`src/rtl/led_sequencer.sv`:
```
// LED pattern sequencer: two debounced buttons select a display mode
// and a step rate; LEDs show binary count, chase, breathe or off.
module led_sequencer #(
  parameter int CLK_HZ     = 24000000,
  parameter int NCH        = 3,
  parameter int PWM_W      = 8,
  parameter int DEB_CYCLES = 240000
) (
  input  logic           XTAL_IN,
  input  logic           RST_N,
  input  logic           BTN_A,
  input  logic           BTN_B,
  output logic [NCH-1:0] LED,
  output logic [1:0]     MODE
);

  localparam int P0 = CLK_HZ / 8;
  localparam int PW = $clog2(P0);
  localparam int DW = $clog2(DEB_CYCLES + 1);

  localparam logic [PW-1:0] SM0 = PW'(P0 - 1);
  localparam logic [PW-1:0] SM1 = PW'((P0 >> 1) - 1);
  localparam logic [PW-1:0] SM2 = PW'((P0 >> 2) - 1);
  localparam logic [PW-1:0] SM3 = PW'((P0 >> 3) - 1);

  localparam logic [PW-1:0] FM0 =
    PW'((P0 >> PWM_W) - 1);
  localparam logic [PW-1:0] FM1 =
    PW'(((P0 >> 1) >> PWM_W) - 1);
  localparam logic [PW-1:0] FM2 =
    PW'(((P0 >> 2) >> PWM_W) - 1);
  localparam logic [PW-1:0] FM3 =
    PW'(((P0 >> 3) >> PWM_W) - 1);

  if (((P0 >> 3) >> PWM_W) < 1) begin : g_bad_pf
    $error("fine period is zero at the fastest rate");
  end

  if (NCH < 2) begin : g_bad_nch
    $error("at least two LED channels are needed");
  end

  typedef enum logic [1:0] {
    M_BINARY  = 2'd0,
    M_CHASE   = 2'd1,
    M_BREATHE = 2'd2,
    M_OFF     = 2'd3
  } mode_t;

  logic [1:0]    btn;
  logic [1:0]    sync1;
  logic [1:0]    sync2;
  logic [1:0]    stable;
  logic [1:0]    press;
  logic [DW-1:0] deb_cnt [2];

  mode_t         mode_q;
  mode_t         mode_d;
  logic [1:0]    mode_nx;
  logic [1:0]    rate_q;

  logic [PW-1:0] pre_q;
  logic [PW-1:0] fpre_q;
  logic [PW-1:0] step_max;
  logic [PW-1:0] fine_max;
  logic          step_ev;
  logic          fine_ev;

  logic [NCH-1:0]   step_q;
  logic [NCH-1:0]   onehot_q;
  logic [PWM_W:0]   phase_q;
  logic [PWM_W-1:0] pwm_q;
  logic [PWM_W-1:0] duty;
  logic [NCH-1:0]   led_d;

  assign btn = {BTN_B, BTN_A};

  // Press pulse fires with the stable update, only on a falling edge
  always_ff @(posedge XTAL_IN or negedge RST_N) begin
    if (!RST_N) begin
      sync1  <= 2'b11;
      sync2  <= 2'b11;
      stable <= 2'b11;
      press  <= 2'b00;
      for (int i = 0; i < 2; i++) begin
        deb_cnt[i] <= '0;
      end
    end else begin
      sync1 <= btn;
      sync2 <= sync1;
      for (int i = 0; i < 2; i++) begin
        press[i] <= 1'b0;
        if (sync2[i] == stable[i]) begin
          deb_cnt[i] <= '0;
        end else if (deb_cnt[i] == DW'(DEB_CYCLES - 1)) begin
          deb_cnt[i] <= '0;
          stable[i]  <= sync2[i];
          press[i]   <= ~sync2[i];
        end else begin
          deb_cnt[i] <= deb_cnt[i] + 1'b1;
        end
      end
    end
  end

  always_ff @(posedge XTAL_IN or negedge RST_N) begin
    if (!RST_N) begin
      mode_q <= M_BINARY;
    end else begin
      mode_q <= mode_d;
    end
  end

  always_comb begin
    mode_nx = mode_q;
    mode_d  = mode_q;
    if (press[0]) begin
      mode_nx = mode_q + 2'd1;
      mode_d  = mode_t'(mode_nx);
    end
  end

  always_ff @(posedge XTAL_IN or negedge RST_N) begin
    if (!RST_N) begin
      rate_q <= 2'd0;
    end else if (press[1]) begin
      rate_q <= rate_q + 2'd1;
    end
  end

  always_comb begin
    step_max = SM0;
    fine_max = FM0;
    unique case (rate_q)
      2'd0: begin
        step_max = SM0;
        fine_max = FM0;
      end
      2'd1: begin
        step_max = SM1;
        fine_max = FM1;
      end
      2'd2: begin
        step_max = SM2;
        fine_max = FM2;
      end
      2'd3: begin
        step_max = SM3;
        fine_max = FM3;
      end
      default: begin
        step_max = SM0;
        fine_max = FM0;
      end
    endcase
  end

  // A rate change swallows any tick due in the same cycle
  assign step_ev = (pre_q == step_max) & ~press[1];
  assign fine_ev = (fpre_q == fine_max) & ~press[1];

  always_ff @(posedge XTAL_IN or negedge RST_N) begin
    if (!RST_N) begin
      pre_q  <= '0;
      fpre_q <= '0;
    end else if (press[1]) begin
      pre_q  <= '0;
      fpre_q <= '0;
    end else begin
      pre_q  <= step_ev ? '0 : pre_q + 1'b1;
      fpre_q <= fine_ev ? '0 : fpre_q + 1'b1;
    end
  end

  always_ff @(posedge XTAL_IN or negedge RST_N) begin
    if (!RST_N) begin
      step_q   <= '0;
      onehot_q <= NCH'(1);
      phase_q  <= '0;
    end else if (press[0]) begin
      step_q   <= '0;
      onehot_q <= NCH'(1);
      phase_q  <= '0;
    end else begin
      if (step_ev) begin
        step_q   <= step_q + 1'b1;
        onehot_q <= {onehot_q[NCH-2:0], onehot_q[NCH-1]};
      end
      if (fine_ev) begin
        phase_q <= phase_q + 1'b1;
      end
    end
  end

  always_ff @(posedge XTAL_IN or negedge RST_N) begin
    if (!RST_N) begin
      pwm_q <= '0;
    end else begin
      pwm_q <= pwm_q + 1'b1;
    end
  end

  // Triangle: ramp up in the low half, down in the high half
  assign duty = phase_q[PWM_W] ? ~phase_q[PWM_W-1:0]
                               : phase_q[PWM_W-1:0];

  always_comb begin
    led_d = '1;
    unique case (mode_q)
      M_BINARY:  led_d = ~step_q;
      M_CHASE:   led_d = ~onehot_q;
      M_BREATHE: led_d = (pwm_q < duty) ? '0 : '1;
      M_OFF:     led_d = '1;
      default:   led_d = '1;
    endcase
  end

  always_ff @(posedge XTAL_IN or negedge RST_N) begin
    if (!RST_N) begin
      LED  <= '1;
      MODE <= 2'd0;
    end else begin
      LED  <= led_d;
      MODE <= mode_q;
    end
  end

endmodule

```
`config.mk`:
```
export PLATFORM = sky130hd
export DESIGN_NAME = led_sequencer
export DESIGN_NICKNAME = d
export VERILOG_FILES = /design/src/rtl/led_sequencer.sv
export SDC_FILE = /design/constraint.sdc
export NUM_CORES = 1
export LEC_CHECK = 0
export ABC_AREA = 1
export CAP_MARGIN = 5
export CORE_ASPECT_RATIO = 0.9
export CORE_MARGIN = 4
export CORE_UTILIZATION = 55
export CTS_BUF_LIST = sky130_fd_sc_hd__clkbuf_8 sky130_fd_sc_hd__clkbuf_16
export CTS_CLUSTER_DIAMETER = 150
export DETAILED_ROUTE_END_ITERATION = 10
export PLACE_DENSITY = 0.84
export SLEW_MARGIN = 20
export SYNTH_ARGS = -nofsm -noshare
export SYNTH_HDL_FRONTEND = slang
export SYNTH_SLANG_ARGS = --single-unit
```
`constraint.sdc`:
```
create_clock -name XTAL_IN -period 2.1 [get_ports XTAL_IN]
set_input_delay 0.525 -clock XTAL_IN [delete_from_list [all_inputs] [get_ports XTAL_IN]]
set_output_delay 0.525 -clock XTAL_IN [all_outputs]
set_load 0.1 [all_outputs]
```
==> flow_summary.ini <==
[setup_path]
cp.required_ps = 2460
arrival_ps = 2390
crit_path_start_kind = flip-flop
criticalPathCategory = flip-flop to flip-flop
ff2ff_path_depth = 11
cp-end-kind = flip-flop
critPathMaxFanout = 9

[final_layout]
nFillCells = 982
seqCellArea_um2 = 3020
areaGrowthSynthToFinish_pct = 17.5
drive_gt1_frac = 0.115
final_cells = 1073
nets = 928
diodes = 0
multiInputGateArea_um2 = 3460

[placement]
post-place-ws_ps = 33.6
placed_cells = 1032
dp_hpwl_um = 10300
io_buffers = 8
gp_congestion = 0.973

[global_routing]
grt_max_degree = 52
met1_usage = 0.286
antenna_found_initial = 0
grt_pass1_wl_um = 25900
met2_usage = 0.360
use_met3 = 0.0576
grt_pass1_vias = 5635
grt-busiest-layer = met2
gr-total-overflow = 0
grt_use_total = 0.223

[detailed_routing]
drt_pre_antenna_iters = 5
wirelength_um = 15300
num_vias = 5876
drtIter0Drc = 511
via_per_inst = 5.48
drcViolationCount = 0
antenna_left = 0
wl_per_cell_um = 14.2

[die]
fp.dieW_um = 125
chipHeight_um = 114
ios = 9
start_util = 0.563
dieArea_um2 = 14300
row_count = 38
core_um2 = 12100

[worst_hold_path]
min_path_type = input pin to asynchronous set/reset pin

[timing]
skew_ps = 9.09
hold_viol_final = 0
max_freq_mhz = 492
period_minus_slack_ps = 2030
fin_ws_ps = 68.4
setup_viol = 0
slew_violations = 0
rsz0062_at_grt = true
worst_slew_pin_slew_ps = 470
min_period_over_period = 0.967
slew_headroom = 0.684

[pwr]
netSwitchingPower_mw = 1.17
pwr-share-clk = 0.533
peakVddDrop_mv = 0.594
seqPwrFrac = 0.449
internal_power_mw = 4.05
comb_power_share = 0.018
p_leak_nw = 3.72
power.density_nw_per_um2 = 650
p_sw_frac = 0.224

[logic_synthesis]
syn_nets = 888
ys_ff_latch = 120
yosys.cell_types.count = 38
syn_area_um2 = 6830
synthCells = 860
yosysSeqAreaShare = 0.441
synth.avg_cell_area_um2 = 7.94
ys.warnings.count = 0

[clocking]
h-tree-depth = 4
cts_made_buffers = 17
cts_tree = done
path_clk_slew_ps = 60
clock_sinks = 120
root_buffer = clkbuf_16
clk_latency_ps = 420
holdBufCountCts = 0
clockBufferDepth = 2

[run_status]
status = finished clean

[job]
drv_cap = 0
-- worst max-delay path, stage by stage, from the launching register on --
cell	delay, ps
dfrtp_1	380
inv_2	120
buf_6	120
ha_4	160
inv_4	60
nand2_2	50
nand4_1	60
or2_1	270
nor3_4	310
buf_4	230
nand4_1	110
nand2_1	90
-- cells in the mapped netlist (all sizes together) --
| master | instances | share of area |
|---|---|---|
| nand2b | 1 | 0.00092 |
| o21bai | 3 | 0.0033 |
| o31ai | 1 | 0.0011 |
| nor3 | 41 | 0.032 |
| o211ai | 1 | 0.0011 |
| nand3b | 4 | 0.0044 |
| xor2 | 56 | 0.072 |
| nand4 | 37 | 0.034 |
| xnor2 | 20 | 0.026 |
| inv | 105 | 0.058 |
| dfrtp | 110 | 0.40 |
| nand3 | 70 | 0.051 |
| nor2 | 118 | 0.067 |
| or2 | 6 | 0.0055 |
| nand2 | 184 | 0.10 |
| nor3b | 4 | 0.0044 |
| buf | 7 | 0.0071 |
| clkbuf | 7 | 0.0038 |
| a22oi | 1 | 0.0011 |
| a21oi | 12 | 0.0088 |
| and3 | 3 | 0.0027 |
| ha | 24 | 0.044 |
| a31oi | 1 | 0.00092 |
| o21ai | 24 | 0.018 |
| dfstp | 10 | 0.038 |
| nor4 | 9 | 0.0082 |
| a211oi | 1 | 0.0011 |
-- metrics by stage --
stage / area, um2 / util / setup TNS (ps) / total power [mW] / hold WS (ps)
after floorplan: 6830 / - / 0 / 2.41 / 229
after global placement: 7230 / 0.596 / 0 / 2.48 / 346
after detailed placement: 7230 / 0.596 / 0 / 2.48 / 349
after CTS: 7800 / 0.644 / 0 / 5.27 / 31.4
after global routing: 8020 / 0.662 / -1290 / 5.41 / 51.0
final: 8020 / 0.662 / 0 / 5.22 / 34.4
-- power by group through the flow --
| stage | clock [mW] | sequential, mW | combinational, mW |
|---|---|---|---|
| 4_1_cts | 2.83 | 2.34 | 0.0975 |
| 3_3_place_gp | 0 | 2.38 | 0.0952 |
| 6_report | 2.78 | 2.34 | 0.0935 |
| 3_5_place_dp | 0 | 2.38 | 0.0975 |
| 5_1_grt | 2.96 | 2.34 | 0.110 |
| 2_1_floorplan | 0 | 2.38 | 0.0258 |
-- area by class of cell --
class,count,area share
clock buffer,19,0.0564
clock inverter,13,0.0151
inverter,105,0.0499
multi-input combinational,623,0.432
sequential,120,0.376
tap,160,0.0249
timing repair buffer,33,0.0462
-- per-layer routing --
metal  wire, um  share of wire
met5          0              0
met1       6740           0.44
met4        357          0.023
met2       7310           0.48
met3        851          0.056
-- layout by cell type, fill, tap and decap left out, types with 4 or more instances in the layout --
master      synthesis  layout
nand3_1            70      69
dfstp_2            10      10
nand3b_1            4       4
nor4_1              9       9
nor2_1            114     110
xnor2_1            20      20
nor2_2              3       5
buf_12              0       6
clkbuf_16           0      19
nor3b_1             4       4
clkinvlp_4          0       6
ha_1               24      19
inv_2               1       4
xor2_1             56      56
nand2_1           182     181
nor3_1             40      39
nand4_1            37      37
o21ai_0            23      22
dfrtp_1           110     110
buf_4               1      21
a21oi_1            12      11
inv_1             104      99
-- repair_timing --
action | 4_1_cts | 5_1_grt
gates resized for setup | 1 | 29
buffers inserted | 0 | 5
pin swaps | 0 | 7
endpoints found under the setup margin | 2 | 49
gates cloned | 0 | 4
-- final timing paths --
check,startpoint,end,slack (ps)
worst min-delay path,RST_N,pre_q[1]$_DFF_PN0_,30
worst min register to register,sync1[0]$_DFF_PN1_,sync2[0]$_DFF_PN1_,360
max in group asynchronous,RST_N,stable[0]$_DFFE_PN1P_,1420
worst max register to register,rate_q[1]$_DFFE_PN0P_,phase_q[2]$_DFFE_PN0P_,70
worst max-delay path,rate_q[1]$_DFFE_PN0P_,phase_q[2]$_DFFE_PN0P_,70
min in group XTAL_IN,sync1[0]$_DFF_PN1_,sync2[0]$_DFF_PN1_,360
-- kinds of logic (layout without fill, tap and decap cells) --
logic type,after synthesis,count (layout),share of synthesized area
and+or+nand+nor,477,479,0.313
AOI/OAI and AO/OA,44,44,0.0350
DFF,120,120,0.441
xor gates and xnor gates,76,76,0.0975
buffers and inverters,119,170,0.0687
adders and majority gates,24,24,0.0440
-- sequential cells by signal (all words and copies together), names as in the netlist, 3 cells and up --
register	flops
pwm_q	8
deb_cnt	36
pre_q	22
fpre_q	22
step_q	3
LED	3
onehot_q	3
phase_q	9
Note: power is estimated with default switching activity, not from simulation.
